## src/rtl/line_fetch_sequencer.sv

```systemverilog
// Purpose: sequences one scanline of tile-fetch beats into the BRAM/doubler/aligner chain.
// Latency: line_start at edge n presents beat 0 (valid, first) after edge n; line_done 1 cycle after last beat.
// Backpressure: ready low freezes every output; beats are never skipped or repeated.
// Ports: clk_draw/rst_draw_n (async active-low); line_start, frame_start, line_y, enable, ready in;
//        valid, first, last, tile_y, tile_row, tile_x, tile_col, lb_x, bufsel, line_done, busy,
//        frame_counter, overrun_count out.
module line_fetch_sequencer #(
  parameter int CORDW      = 11,
  parameter int LINE_BEATS = 64,
  parameter int LB_STEP    = 8
) (
  input  logic             clk_draw,
  input  logic             rst_draw_n,
  input  logic             line_start,
  input  logic             frame_start,
  input  logic [CORDW-1:0] line_y,
  input  logic             enable,
  input  logic             ready,
  output logic             valid,
  output logic             first,
  output logic             last,
  output logic [4:0]       tile_y,
  output logic [2:0]       tile_row,
  output logic [4:0]       tile_x,
  output logic             tile_col,
  output logic [11:0]      lb_x,
  output logic             bufsel,
  output logic             line_done,
  output logic             busy,
  output logic [11:0]      frame_counter,
  output logic [7:0]       overrun_count
);

  localparam int BW = $clog2(LINE_BEATS);

  typedef enum logic {IDLE = 1'b0, FETCH = 1'b1} state_t;

  state_t        state_q, state_d;
  logic [BW-1:0] beat_q, beat_d;
  logic [8:0]    line_y_q, line_y_d;
  logic [11:0]   lb_x_q, lb_x_d;
  logic          line_done_q, line_done_d;
  logic [11:0]   frame_q, frame_d;
  logic [7:0]    overrun_q, overrun_d;

  logic          accept_start;
  logic          at_last;
  logic [5:0]    beat_ext;

  // Only line_y[8:0] selects tile row/bufsel; upper coordinate bits are unused here.
  logic          unused_line_y;
  assign unused_line_y = &{1'b0, line_y};

  assign accept_start = line_start && enable;
  assign at_last      = (beat_q == BW'(LINE_BEATS - 1));

  always_ff @(posedge clk_draw or negedge rst_draw_n) begin
    if (!rst_draw_n) begin
      state_q     <= IDLE;
      beat_q      <= '0;
      line_y_q    <= '0;
      lb_x_q      <= '0;
      line_done_q <= 1'b0;
      frame_q     <= '0;
      overrun_q   <= '0;
    end else begin
      state_q     <= state_d;
      beat_q      <= beat_d;
      line_y_q    <= line_y_d;
      lb_x_q      <= lb_x_d;
      line_done_q <= line_done_d;
      frame_q     <= frame_d;
      overrun_q   <= overrun_d;
    end
  end

  always_comb begin
    state_d     = state_q;
    beat_d      = beat_q;
    line_y_d    = line_y_q;
    lb_x_d      = lb_x_q;
    line_done_d = 1'b0;
    overrun_d   = overrun_q;
    // Scroll base advances independently; a line in flight keeps its own lb_x.
    frame_d     = frame_q + {11'd0, frame_start};

    case (state_q)
      IDLE: begin
        if (accept_start) begin
          state_d  = FETCH;
          beat_d   = '0;
          line_y_d = line_y[8:0];
          lb_x_d   = frame_q;  // pre-increment value when frame_start coincides
        end
      end
      FETCH: begin
        if (accept_start) begin
          // A start landing on the accepted last beat completes the line;
          // anywhere else it aborts the line in progress.
          if (at_last && ready) begin
            line_done_d = 1'b1;
          end else if (overrun_q != 8'hFF) begin
            overrun_d = overrun_q + 8'd1;
          end
          beat_d   = '0;
          line_y_d = line_y[8:0];
          lb_x_d   = frame_q;
        end else if (ready) begin
          if (at_last) begin
            state_d     = IDLE;
            line_done_d = 1'b1;
          end else begin
            beat_d = beat_q + BW'(1);
            lb_x_d = lb_x_q + 12'(LB_STEP);
          end
        end
      end
      default: state_d = IDLE;
    endcase
  end

  assign beat_ext = 6'(beat_q);

  assign valid         = (state_q == FETCH);
  assign busy          = (state_q == FETCH);
  assign first         = valid && (beat_q == '0);
  assign last          = valid && at_last;
  assign tile_y        = line_y_q[8:4];
  assign tile_row      = line_y_q[3:1];
  assign bufsel        = line_y_q[0];
  assign tile_x        = beat_ext[5:1];
  assign tile_col      = beat_ext[0];
  assign lb_x          = lb_x_q;
  assign line_done     = line_done_q;
  assign frame_counter = frame_q;
  assign overrun_count = overrun_q;

endmodule

```

## config.mk

```make
export PLATFORM = sky130hd
export DESIGN_NAME = line_fetch_sequencer
export DESIGN_NICKNAME = d
export VERILOG_FILES = /design/src/rtl/line_fetch_sequencer.sv
export SDC_FILE = /design/constraint.sdc
export NUM_CORES = 1
export LEC_CHECK = 0
export ABC_CLOCK_PERIOD_IN_PS = 3140
export BUFFER_PORTS_ARGS = -buffer_cell sky130_fd_sc_hd__clkbuf_2
export CAP_MARGIN = 20
export CORE_MARGIN = 10
export CORE_UTILIZATION = 50
export CTS_CLUSTER_SIZE = 8
export DETAILED_ROUTE_END_ITERATION = 6
export HOLD_SLACK_MARGIN = 0.12
export PLACE_DENSITY_LB_ADDON = 0.1
export RECOVER_POWER = 50
export SYNTH_ARGS = -nofsm -noshare
export SYNTH_HDL_FRONTEND = slang
export SYNTH_SLANG_ARGS = --single-unit
```

## constraint.sdc

```tcl
create_clock -name clk_draw -period 3.14 [get_ports clk_draw]
set_input_delay 0 -clock clk_draw [delete_from_list [all_inputs] [get_ports clk_draw]]
set_output_delay 0 -clock clk_draw [all_outputs]
set_load 0.02 [all_outputs]
```

## Word-level counts from Yosys, hierarchy flattened

Cells that the tools add are included.

- Register bits: 49
- Input bits: 17
- Output and inout port bits: 52
- Logic and storage cells: 46

- $add $sub $neg: 4
- Eq/ne operators: 5
- Mux-type cells: 21
- Bitwise operators: 2
- Reduce and logical (&&, ||, !) cells: 7

Operator list:

| operator | count |
|---|---|
| 12-bit 2-to-1 mux | 4 |
| 6-bit 2-to-1 mux | 4 |
| 12-bit case mux with 2 select lines | 1 |
| 12-bit by 1-bit adder with 12-bit output | 1 |
| 12-bit by 4-bit adder with 12-bit output, second input constant | 1 |
| 6-bit case mux with 2 select lines | 1 |
| 1-bit 2-to-1 mux | 9 |
| 9-bit 2-to-1 mux | 1 |
| 8-bit by 1-bit adder with 8-bit output, second input constant | 1 |
| 8-bit != test, second input constant | 1 |
| 6-bit by 1-bit adder with 6-bit output, second input constant | 1 |
| 6-bit == test, second input constant | 1 |
| 6-bit logical NOT | 1 |
| 1-bit logical AND | 4 |
| 4-bit AND reduction | 1 |
| 3-bit by 2-bit != test with 1-bit output, second input constant | 1 |
| 3-bit != test, second input constant | 1 |
| 3-bit AND reduction | 1 |
| 2-bit != test, second input constant | 1 |
| 1-bit inverter | 2 |
| 1-bit case mux with 2 select lines | 1 |

## Logic depth before layout (Yosys ltp)

- Word-level depth: 5
- Gate-level depth with buffers: 6
- Gate-level depth less buffers: 6

## Worst setup path after synthesis

OpenSTA, ideal clock, no wires.

- Kind: reg2out
- Start: register state_q, in the netlist busy
- End: output first
- Data arrival time: 1.792 ns
- Data required time: 3.140 ns
- Path slack: 1.348 ns
- Stages on the path, launching flop included: 5
- Buffers on the path: 1
- Cell sequence: dfrtp_1 -> buf_4 -> inv_1 -> or4b_2 -> nor3_1

- Cells in the longest elaborated chain, start to end: 1

Ends and longest elaborated chain:

| item | line | RTL |
|---|---|---|
| start, declared | 38 | `state_t state_q, state_d;` |
| start signal, assigned | 67 | `state_q <= state_d;` |
| 1-bit logical AND | 126 | `assign first = valid && (beat_q == '0);` |
| end, declared | 20 | `output logic first,` |

No other way between the ends.

## Final worst setup path

Same ends and word-level chain as after synthesis.

==> flow_summary.json <==
{
  "cts.path.max_buffers": 2,
  "antennaDiodeCount": 0,
  "die_h_um": 88.34,
  "grt_pass1_wl_um": 9114,
  "pwr-share-clk": 0.181,
  "synth_seq_area_share": 0.5252,
  "wl_um": 5297,
  "clockRootBuffer": "clkbuf_8",
  "antenna_found_initial": 0,
  "hold_viol": 0,
  "io_buffers": 66,
  "cp_slowest_cell": "or4b_2",
  "drc": 0,
  "yosysWarningCount": 0,
  "async_flop_share": 1.000,
  "synthFlopType": "dfrtp_1",
  "fin_crit_ns": 2.065,
  "cap_viol_max_count": 0,
  "syn-num-nets": 257,
  "dr_total_vias": 1890,
  "synthTopCellsByCount": "57 x nand2_1, 49 x dfrtp_1, 17 x nor2_1, 15 x xor2_1, 10 x nand3_1",
  "ctsHoldBuffers": 12,
  "swShare": 0.3984,
  "synth_cells": 234,
  "clock-sinks": 49,
  "path_cells": "inv_1 -> or4b_2 -> nor3_1 -> clkbuf_2",
  "outcome": "finished, final reports clean",
  "clk_pin_slew_worst_paths_ns": 0.08,
  "fin_crit_sh": 0.6577,
  "first_iter_violations": 92,
  "drt_first_pass_iters": 4,
  "pwr-share-seq": 0.478,
  "synth.area.top_cells": "dfrtp_1 53%, nand2_1 9.2%, xor2_1 5.6%",
  "maxSlewViolCount": 0,
  "ant_nets": 0,
  "core-area_um2": 4444,
  "cts_tree": "built",
  "wl_per_cell_um": 14.59,
  "numCtsBuffers": 5,
  "clk_latency_ns": 0.30,
  "initial_utilization": 0.5253,
  "worst_pin_slew_ns": 1.184,
  "fillers": 392,
  "hold_class": "input pin to flop",
  "grt_pass1_vias": 1903,
  "required_ns": 3.14,
  "nets": 334,
  "ios": 69,
  "max_freq_ghz": 0.4843,
  "syn2layout_area_growth_pct": 22.99,
  "p_int_mw": 1.211,
  "synth_cell_types": 38,
  "seq_area_um2": 1226,
  "synth_edf_count": 0,
  "combPwrFrac": 0.341,
  "clock_skew_ns": 0.003659,
  "avgSynthCellArea_um2": 9.978,
  "cellPowerDensity_nw_per_um2": 701.1,
  "worst-path-max-fanout": 11,
  "place_congestion": 0.7992,
  "dp_cells": 344,
  "syn-cell-area_um2": 2335,
  "arrival_ns": 2.07,
  "multi_input_comb_area_um2": 1033,
  "crit_type": "flop to output pin",
  "post_route_cells_drive_above_1_share": 0.2186,
  "hpwl_um": 3817,
  "end_kind": "output pin",
  "grt_usage": 0.1450,
  "ys_ff_latch": 49,
  "yosysMostFrequentCell": "nand2_1",
  "synth_top_cell_by_area": "dfrtp_1",
  "post_cts_buffers": 0,
  "setup_viol": 0,
  "start_kind": "flop",
  "yosysTopAreaCellShare": 0.5252,
  "critPathMaxStageDelay_ns": 0.66,
  "slew_headroom": 0.2107,
  "overflow": 0,
  "peakVddDrop_v": 0.0004811,
  "p_leak_nw": 1.437,
  "dieArea_um2": 7803,
  "fin_tns_setup_ns": 0,
  "grt_max_degree": 50,
  "via_per_inst": 5.207,
  "stdcell_count": 363,
  "rsz0062_at_grt": "no",
  "rows": 24,
  "die_w_um": 88.34,
  "p_sw_mw": 0.8021,
  "cts_htree_levels": 2,
  "post_cts_resized": 0
}
-- layout by cell type (no fill, tap or decap), types with 2 or more instances in the layout --
master,instances
clkbuf_8,6
o21ai_0,7
a21oi_1,3
nor2_1,17
inv_1,6
and3_1,3
nand3_1,10
nand2_1,57
nor3_1,4
xor2_1,15
dlygate4sd3_1,12
nand4_1,4
clkbuf_1,15
xnor2_1,7
ha_1,6
nor4_1,3
clkbuf_2,53
o32a_1,3
dfrtp_1,49
o211ai_1,7
and2_1,3
mux2_2,2
or4_1,3
-- per-stage QoR --
stage	area (µm²)	power, mW	hold WS, ns	utilization	setup WS (ns)
after floorplan	2335	1.395	-0.2956	-	1.348
after global placement	2685	1.657	0.1387	0.6042	1.445
after detailed placement	2685	1.675	0.1421	0.6042	1.421
after CTS	2892	2.057	0.2156	0.6506	1.095
after global routing	2872	2.165	0.2263	0.6461	0.9844
final	2872	2.013	0.2153	0.6461	1.075
-- final timing paths --
kind	slack, ns	from	depth (start not counted)	to
setup reg to reg	1.38	beat_ext[1]$_DFFE_PN0P_	5	lb_x[8]$_DFFE_PN0P_
hold reg to reg	0.48	line_y_q[6]$_DFFE_PN0P_	2	line_y_q[6]$_DFFE_PN0P_
min in group asynchronous	0.55	rst_draw_n	3	beat_ext[2]$_DFFE_PN0P_
hold / removal	0.22	enable	3	beat_ext[3]$_DFFE_PN0P_
max in group asynchronous	1.88	rst_draw_n	3	lb_x[11]$_DFFE_PN0P_
setup / recovery	1.07	busy$_DFF_PN0_	4	first
-- cells by family after synthesis --
| logic type | after synthesis | synth area share |
|---|---|---|
| flops | 49 | 0.5252 |
| compound gates | 26 | 0.08467 |
| xor+xnor | 22 | 0.08253 |
| mux | 4 | 0.01876 |
| buf+inv | 15 | 0.03215 |
| simple gates | 112 | 0.2246 |
| fa+ha+maj | 6 | 0.03215 |
-- cell type report --
type / instances / area share
Timing Repair Buffer: 79 / 0.1525
Inverter: 6 / 0.007843
Clock buffer: 7 / 0.03007
Multi-Input combinational cell: 170 / 0.3599
Sequential cell: 49 / 0.4270
Tap cell: 52 / 0.02266
-- critical path: cells and delay by family, from the launching register on --
family	cells	cell delay [ns]
buffers and inverters	2	0.35
flip-flops	1	0.58
AND/OR/NAND/NOR	2	0.82
-- state kept, by name (all words and copies together), names as in the netlist --
name           cells
line_done          1
beat_ext           6
busy               1
lb_x              12
line_y_q           9
overrun_count      8
frame_counter     12
-- power groups by stage --
| stage | Combinational [mW] | Clock [mW] | Sequential [mW] |
|---|---|---|---|
| 2_1_floorplan | 0.262 | 0 | 1.13 |
| 3_3_place_gp | 0.690 | 0 | 0.966 |
| 3_5_place_dp | 0.699 | 0 | 0.976 |
| 4_1_cts | 0.713 | 0.380 | 0.964 |
| 5_1_grt | 0.769 | 0.400 | 0.996 |
| 6_report | 0.687 | 0.365 | 0.961 |
-- per-layer routing --
metal	vias up	GRT usage	routed length [µm]	part of all wire
li1	952	-	-	-
met1	882	0.1761	2299	0.43
met2	48	0.2331	2518	0.48
met3	8	0.04504	404	0.076
met4	0	0.06167	75	0.014
met5	-	0	0	0
Power figures use the tool's default switching activity.
